--- src/rtl/ram_wb_slave.sv ---
`default_nettype none
// ============================================================================
// Module   : ram_wb_slave
// Purpose  : Wishbone-classic slave in front of a single-port byte-write RAM
//            with one-cycle registered read latency. Optional address error
//            reporting is enabled with the RAM_WB_ERR_EN macro.
// Revision : 1.0 - initial release
// ============================================================================
module ram_wb_slave #(
    parameter  int RAM_DEPTH = 1024,
    parameter  int DW        = 32,
    localparam int AW        = $clog2(RAM_DEPTH)
) (
    input  logic          clk_i,
    input  logic          rst_n_i,

    input  logic          wb_cyc_i,
    input  logic          wb_stb_i,
    input  logic          wb_we_i,
    input  logic [31:0]   wb_adr_i,
    input  logic [3:0]    wb_sel_i,
    input  logic [DW-1:0] wb_dat_i,
    output logic [DW-1:0] wb_dat_o,
    output logic          wb_ack_o,
    output logic          wb_err_o,

    output logic          ram_we_o,
    output logic [AW-1:0] ram_adr_o,
    output logic [3:0]    ram_be_o,
    output logic [DW-1:0] ram_dat_o,
    input  logic [DW-1:0] ram_dat_i
);

    localparam logic [1:0] c_IDLE    = 2'd0;
    localparam logic [1:0] c_RD_WAIT = 2'd1;
    localparam logic [1:0] c_ACK     = 2'd2;

    logic [1:0]    r_state;
    logic [1:0]    w_next_state;
    logic [DW-1:0] r_rdata;
    logic          w_req;
    logic          w_adr_err;
    logic          w_err_flag;
    logic          w_ram_we;
    logic          w_rd_load;
    logic          w_ack;
    logic          w_err;

    assign w_req = wb_cyc_i & wb_stb_i;

`ifdef RAM_WB_ERR_EN
    logic r_err_flag;

    // Misaligned or out-of-range byte addresses are rejected instead of aliased.
    assign w_adr_err  = (|wb_adr_i[31:AW+2]) | (|wb_adr_i[1:0]);
    assign w_err_flag = r_err_flag;

    always_ff @(posedge clk_i or negedge rst_n_i) begin
        if (!rst_n_i) begin
            r_err_flag <= 1'b0;
        end else if (r_state == c_IDLE) begin
            r_err_flag <= w_req & w_adr_err;
        end
    end
`else
    logic w_unused_adr;

    assign w_adr_err    = 1'b0;
    assign w_err_flag   = 1'b0;
    assign w_unused_adr = &{1'b0, wb_adr_i[31:AW+2], wb_adr_i[1:0]};
`endif

    // State register
    always_ff @(posedge clk_i or negedge rst_n_i) begin
        if (!rst_n_i) begin
            r_state <= c_IDLE;
        end else begin
            r_state <= w_next_state;
        end
    end

    // Next-state logic
    always_comb begin
        w_next_state = r_state;
        case (r_state)
            c_IDLE: begin
                if (w_req) begin
                    w_next_state = (wb_we_i | w_adr_err) ? c_ACK : c_RD_WAIT;
                end
            end
            c_RD_WAIT: w_next_state = wb_cyc_i ? c_ACK : c_IDLE;
            c_ACK:     w_next_state = c_IDLE;
            default:   w_next_state = c_IDLE;
        endcase
    end

    // Output decode
    always_comb begin
        w_ram_we  = 1'b0;
        w_rd_load = 1'b0;
        w_ack     = 1'b0;
        w_err     = 1'b0;
        case (r_state)
            c_IDLE:    w_ram_we  = w_req & wb_we_i & ~w_adr_err;
            c_RD_WAIT: w_rd_load = wb_cyc_i;
            c_ACK: begin
                w_ack = ~w_err_flag;
                w_err = w_err_flag;
            end
            default: begin
                w_ram_we  = 1'b0;
                w_rd_load = 1'b0;
            end
        endcase
    end

    // Read data is captured only on a completed read so aborts leave it intact.
    always_ff @(posedge clk_i or negedge rst_n_i) begin
        if (!rst_n_i) begin
            r_rdata <= '0;
        end else if (w_rd_load) begin
            r_rdata <= ram_dat_i;
        end
    end

    assign wb_dat_o  = r_rdata;
    assign wb_ack_o  = w_ack;
    assign wb_err_o  = w_err;

    assign ram_we_o  = w_ram_we & rst_n_i;
    assign ram_adr_o = wb_adr_i[AW+1:2];
    assign ram_be_o  = wb_sel_i;
    assign ram_dat_o = wb_dat_i;

endmodule
`default_nettype wire

--- config.mk ---
export PLATFORM = sky130hd
export DESIGN_NAME = ram_wb_slave
export DESIGN_NICKNAME = d
export VERILOG_FILES = /design/src/rtl/ram_wb_slave.sv
export SDC_FILE = /design/constraint.sdc
export NUM_CORES = 1
export LEC_CHECK = 0
export CAP_MARGIN = 20
export CORE_AREA = 5 5 85 87
export CTS_CLUSTER_SIZE = 28
export DETAILED_ROUTE_END_ITERATION = 8
export DIE_AREA = 0 0 90 92
export HOLD_SLACK_MARGIN = 0.15
export PLACE_DENSITY_LB_ADDON = 0.1
export SLEW_MARGIN = 20
export SYNTH_ARGS = -nofsm -noshare
export SYNTH_HDL_FRONTEND = slang
export SYNTH_SLANG_ARGS = --single-unit
--- constraint.sdc ---
create_clock -name clk_i -period 1.4 [get_ports clk_i]
set_input_delay 0.28 -clock clk_i [delete_from_list [all_inputs] [get_ports clk_i]]
set_output_delay 0.28 -clock clk_i [all_outputs]
set_load 0.05 [all_outputs]
-- Word level (Yosys, flattened, before mapping)
Cells that the tools add are included.
- bits in writable memories: 0
- output and inout port bits: 81
- input bits: 105
- register bits after elaboration: 34
- latch bits: 0
- memories kept: 0
- ROM bits: 0
- word-level logic and storage cells: 16
- bitwise logic cells: 3
- magnitude comparators: 0
- div/mod/pow operators: 0
- add/sub/neg operators: 0
- reductions and logical operators: 1
- mux-type cells: 7
- shifts and indexed selects: 0
- equal/unequal tests: 3
- $mul: 0
- operators with widths (cell ; number):
    two-way mux 2 bit ; 3
    one-hot mux 2 bit (2 select lines) ; 1
    bitwise AND 1 bit ; 3
    two-way mux 1 bit ; 3
    equality test 2 x 1 -> 1 bit, second input constant ; 1
    equality test 2 bit, second input constant ; 1
    logical NOT 2 bit ; 1
    != test 2 bit, second input constant ; 1

-- Logic depth before layout (Yosys ltp)
- depth in word-level cells: 4
- depth in mapped cells: 3
- depth with buffers taken out: 2

-- Worst setup path after synthesis
No wires, ideal clock.
- kind: register to output
- start: reg r_state[0]
- end: out ram_we_o
- required time: 1120 ps
- buffers on the path: 0
- slack: -54 ps
- arrival: 1174 ps
- stages on the path, launching flop included: 3
- cells stage by stage: dfrtp_1 nor4bb_1 and3_1
- word-level cells in the longest chain between the ends: 3
- RTL lines (what ; line ; text):
    from (decl) ; 38 ; logic [1:0] r_state;
    from (signal assigned) ; 76 ; r_state <= c_IDLE;
    from (signal assigned) ; 78 ; r_state <= w_next_state;
    logical NOT 2 bit ; 103 ; case (r_state)
    two-way mux 1 bit ; 103 ;
    bitwise AND 1 bit ; 130 ; assign ram_we_o = w_ram_we & rst_n_i;
    to (decl) ; 27 ; output logic ram_we_o,
No other way between the ends.

-- Final worst setup path
Ends and elaborated chain as after synthesis.

==> summary.txt <==
Route
  – DRC violations left: 0
  – Post-detailed-routing wire length: 3920 um
  – Number of vias per cell after detailed routing: 4.26
  – DR WL met2: 1990 um
  – Number of antenna-violating nets in the routed design: 0
  – Routed length on met3: 314 um
  – Top routing layer used: met4
  – Post-detailed-route wirelength per cell: roughly 17 um
  – Via Count: 1,000
  – First-pass iteration count of the detailed router: 3
  – Iteration-0 DRC Markers: 14
  – Wl on met1: 1390 um

Hold path
  – HP Start: wb_cyc_i
  – Capture endpoint of the worst hold path: r_state[1]
  – Worst Hold Depth: 3
  – Worst hold-check path type: in2reg

Timing
  – Final period util: 1.18
  – RSZ-0062 raised after global routing: true
  – Final worst path period need: 1.65 ns
  – Final setup slack of the worst path: -0.247 ns
  – Final worst clock skew: 0.00198 ns
  – Pins over their slew limit: 0
  – Max Clock Freq: 0.607 GHz
  – Count of endpoints failing hold in the final timing report: 0
  – Setup-violating endpoint count in the final report: 2

Yosys
  – Most frequent cell after synthesis: buf_4
  – Cells taking the most area after synthesis: dfrtp_1, mux2_4, buf_4, buf_6, mux2_2
  – Part of the Yosys area used for sequential elements: 0.479
  – Largest area contributor in the synthesized netlist: dfrtp_1
  – Avg Cell Area, Syn: 14.3 sq um
  – Count of flip-flops with a built-in enable after synthesis: 0
  – Synthesized Nets: 229
  – Number of warnings reported in the yosys synthesis log: 0
  – Number of distinct library cells after synthesis: 12
  – Fraction of synthesized cell area taken by the top area cell type: 0.479
  – FF+latch count, synth: 34
  – Flip-flop cell with the highest count after synthesis: dfrtp_1
  – Post-Synthesis Cell Area: 1780 sq um
  – Share of synthesized flip-flops with an asynchronous set or reset: 1.00
  – Cell count after synthesis: between 100 and 150
  – Cell types with the highest counts after synthesis: buf_4, dfrtp_1, mux2_4

Power and ir drop
  – Power per cell area: 1760 nW/um^2
  – Lkg Pwr: roughly 1.3 nW
  – Peak VDD IR: 0.732 mV

Run status
  – Result of the run: finished, violations left
  – Violations in the final reports: setup timing

Place
  – Global placement routability congestion: about 0.71
  – Count of input and output buffers: 70
  – DP Area: 2590 sq um
  – DP Worst Slack: -0.397 ns
  – Detailed placer's ending HPWL: 2910 um
  – Number of cells in the design after placement: 227

Worst setup path
  – Worst path max stage delay: 0.41 ns
  – Startpoint-to-endpoint class of the critical path: reg2out
  – Number of cells traversed by the worst register-to-register path: 4
  – CP Max Fanout: 2
  – Required time of the critical path: roughly 1.1 ns
  – Reg-to-reg critical path startpoint: r_state[1]
  – Element type at the critical path end: output port
  – CP Depth: 3
  – Slack of the worst reg-to-reg path: about 0.05 ns
  – Critical path launch point type: register
  – Critical Path AT: 1.37 ns
  – Slowest cell on the critical path: dfrtp_1
  – Cell class contributing the biggest share of worst-path delay: simple AND/OR/NAND/NOR gates
  – Number of buffer and inverter instances along the worst setup path: 1
  – Endpoint of the most critical register-to-register path: wb_dat_o[27]
  – Ordered list of cells on the worst path: nor4bb_4 -> and3_4 -> buf_12

Floorplan
  – Vert. Die Dim: 92 um
  – Placement row count: 29
  – Num ports: 186
  – Initial Utilization: 0.283
  – Die boundary width: around 90 um
  – Area enclosed by the die boundary: approximately 8300 sq um
  – Area of the core: 6280 sq um

Clock tree
  – Num CTS Buffers: 5
  – Clock latency reported for the late side of the worst-skew pair: 0.28 ns
  – Clock Path Buffers: 2
  – Clock sink total: 34
  – TritonCTS clock tree: yes
  – Clock Root Buffer: clkbuf_8
  – CTS clk-pin slew, worst paths: 0.06 ns
  – Maximum level of the CTS H-tree: 2

Layout
  – Post-route design area: between 2000 and 3000 sq um
  – Fraction of final layout cells sized beyond drive strength 1: 0.532
  – Utilization of the core after routing: 0.432
  – Layout Area Growth over Synthesis: 52.6%
  – Nets@finish: roughly 260
  – Antenna Cells: 0
  – Final instance count without filler cells: 235

Global route
  – Overall Global Routing Usage: 0.0998
  – Overflow left after global routing: 0
  – Via count of the first global-routing pass: 1,229
  – Wire length of the first global-routing pass: 6570 um
  – Largest net degree at the start of global routing: 35
  – Antenna violations before repair: 0

Flow run
  – Max Cap Viol: 0
-- registers in the layout, indices dropped and copies added, names as in the netlist --
| name | flops |
|---|---|
| r_state | 2 |
| wb_dat_o | 32 |
-- layout by cell type (no fill, tap or decap) --
master           instances
buf_2                    1
dlygate4sd2_1            1
mux2_2                   2
nor3b_1                  1
buf_12                  36
a21oi_1                  1
clkdlybuf4s50_1         34
nand3b_4                 1
and3_4                   1
mux2_4                  30
nor2b_1                  1
conb_1                   1
buf_6                    1
nor4bb_4                 1
dfrtp_1                 34
buf_4                    3
nor2b_4                  1
dlygate4sd3_1            1
clkbuf_8                 5
clkinv_2                 2
-- logic make-up after synthesis --
family | after synthesis | synth area share
buffers and inverters | 50 | 0.218
flip-flops | 34 | 0.479
multiplexers | 32 | 0.266
AND/OR/NAND/NOR | 6 | 0.0317
AO/OA/AOI/OAI | 1 | 0.00282
other | 1 | 0.00211
-- layer usage --
layer  vias to the layer above  GRT usage
met5                         -          0
met4                         0     0.0831
met3                        47     0.0311
met2                        48      0.169
met1                       478      0.100
li1                        427          -
-- report_power, final --
group | leakage, nW | internal (W) | switching, W
combinational | 0.838 | 0.00140 | 0.00118
sequential | 0.415 | 0.00124 | 0.000285
clock | 0.0438 | 0.000333 | 0.000334
total | 1.30 | 0.00298 | 0.00180
-- cell type report --
cell class              count  area [sq um]
repair buffers             77          1120
well taps                  77          96.3
fillers                   565          3570
clock buffers               5          68.8
clock inverters             2          10.0
multi-input cells          40           566
flip-flops and latches     34           851
-- repair_timing --
action	4_1_cts	5_1_grt
setup buffers	1	0
resized for setup	5	1
pin swaps	2	2
endpoints found under the hold margin	34	0
hold buffers	1	0
setup endpoints to repair	2	17
-- through the flow --
stage | setup TNS [ns] | total power (W) | hold slack (ns)
detailed placement | -6.97 | 0.00415 | 0.373
global route | -0.365 | 0.00498 | 0.550
global placement | -5.93 | 0.00413 | 0.379
CTS | -0.302 | 0.00487 | 0.539
floorplan | 0 | 0.00306 | -0.0156
finish | -0.256 | 0.00478 | 0.559
-- worst min-delay path: stages --
cell	delay [ns]
dlygate4sd2_1	0.25
buf_4	0.14
nor3b_1	0.13
-- how the worst max path moves through the flow --
stage / from / endpoint
3_3_place_gp: wb_stb_i / ram_we_o
4_1_cts: r_state[1] / ram_we_o
5_1_grt: r_state[0] / ram_we_o
3_5_place_dp: wb_stb_i / ram_we_o
2_1_floorplan: r_state[0] / ram_we_o
6_report: r_state[0] / ram_we_o
Power figures use the tool's default switching activity.
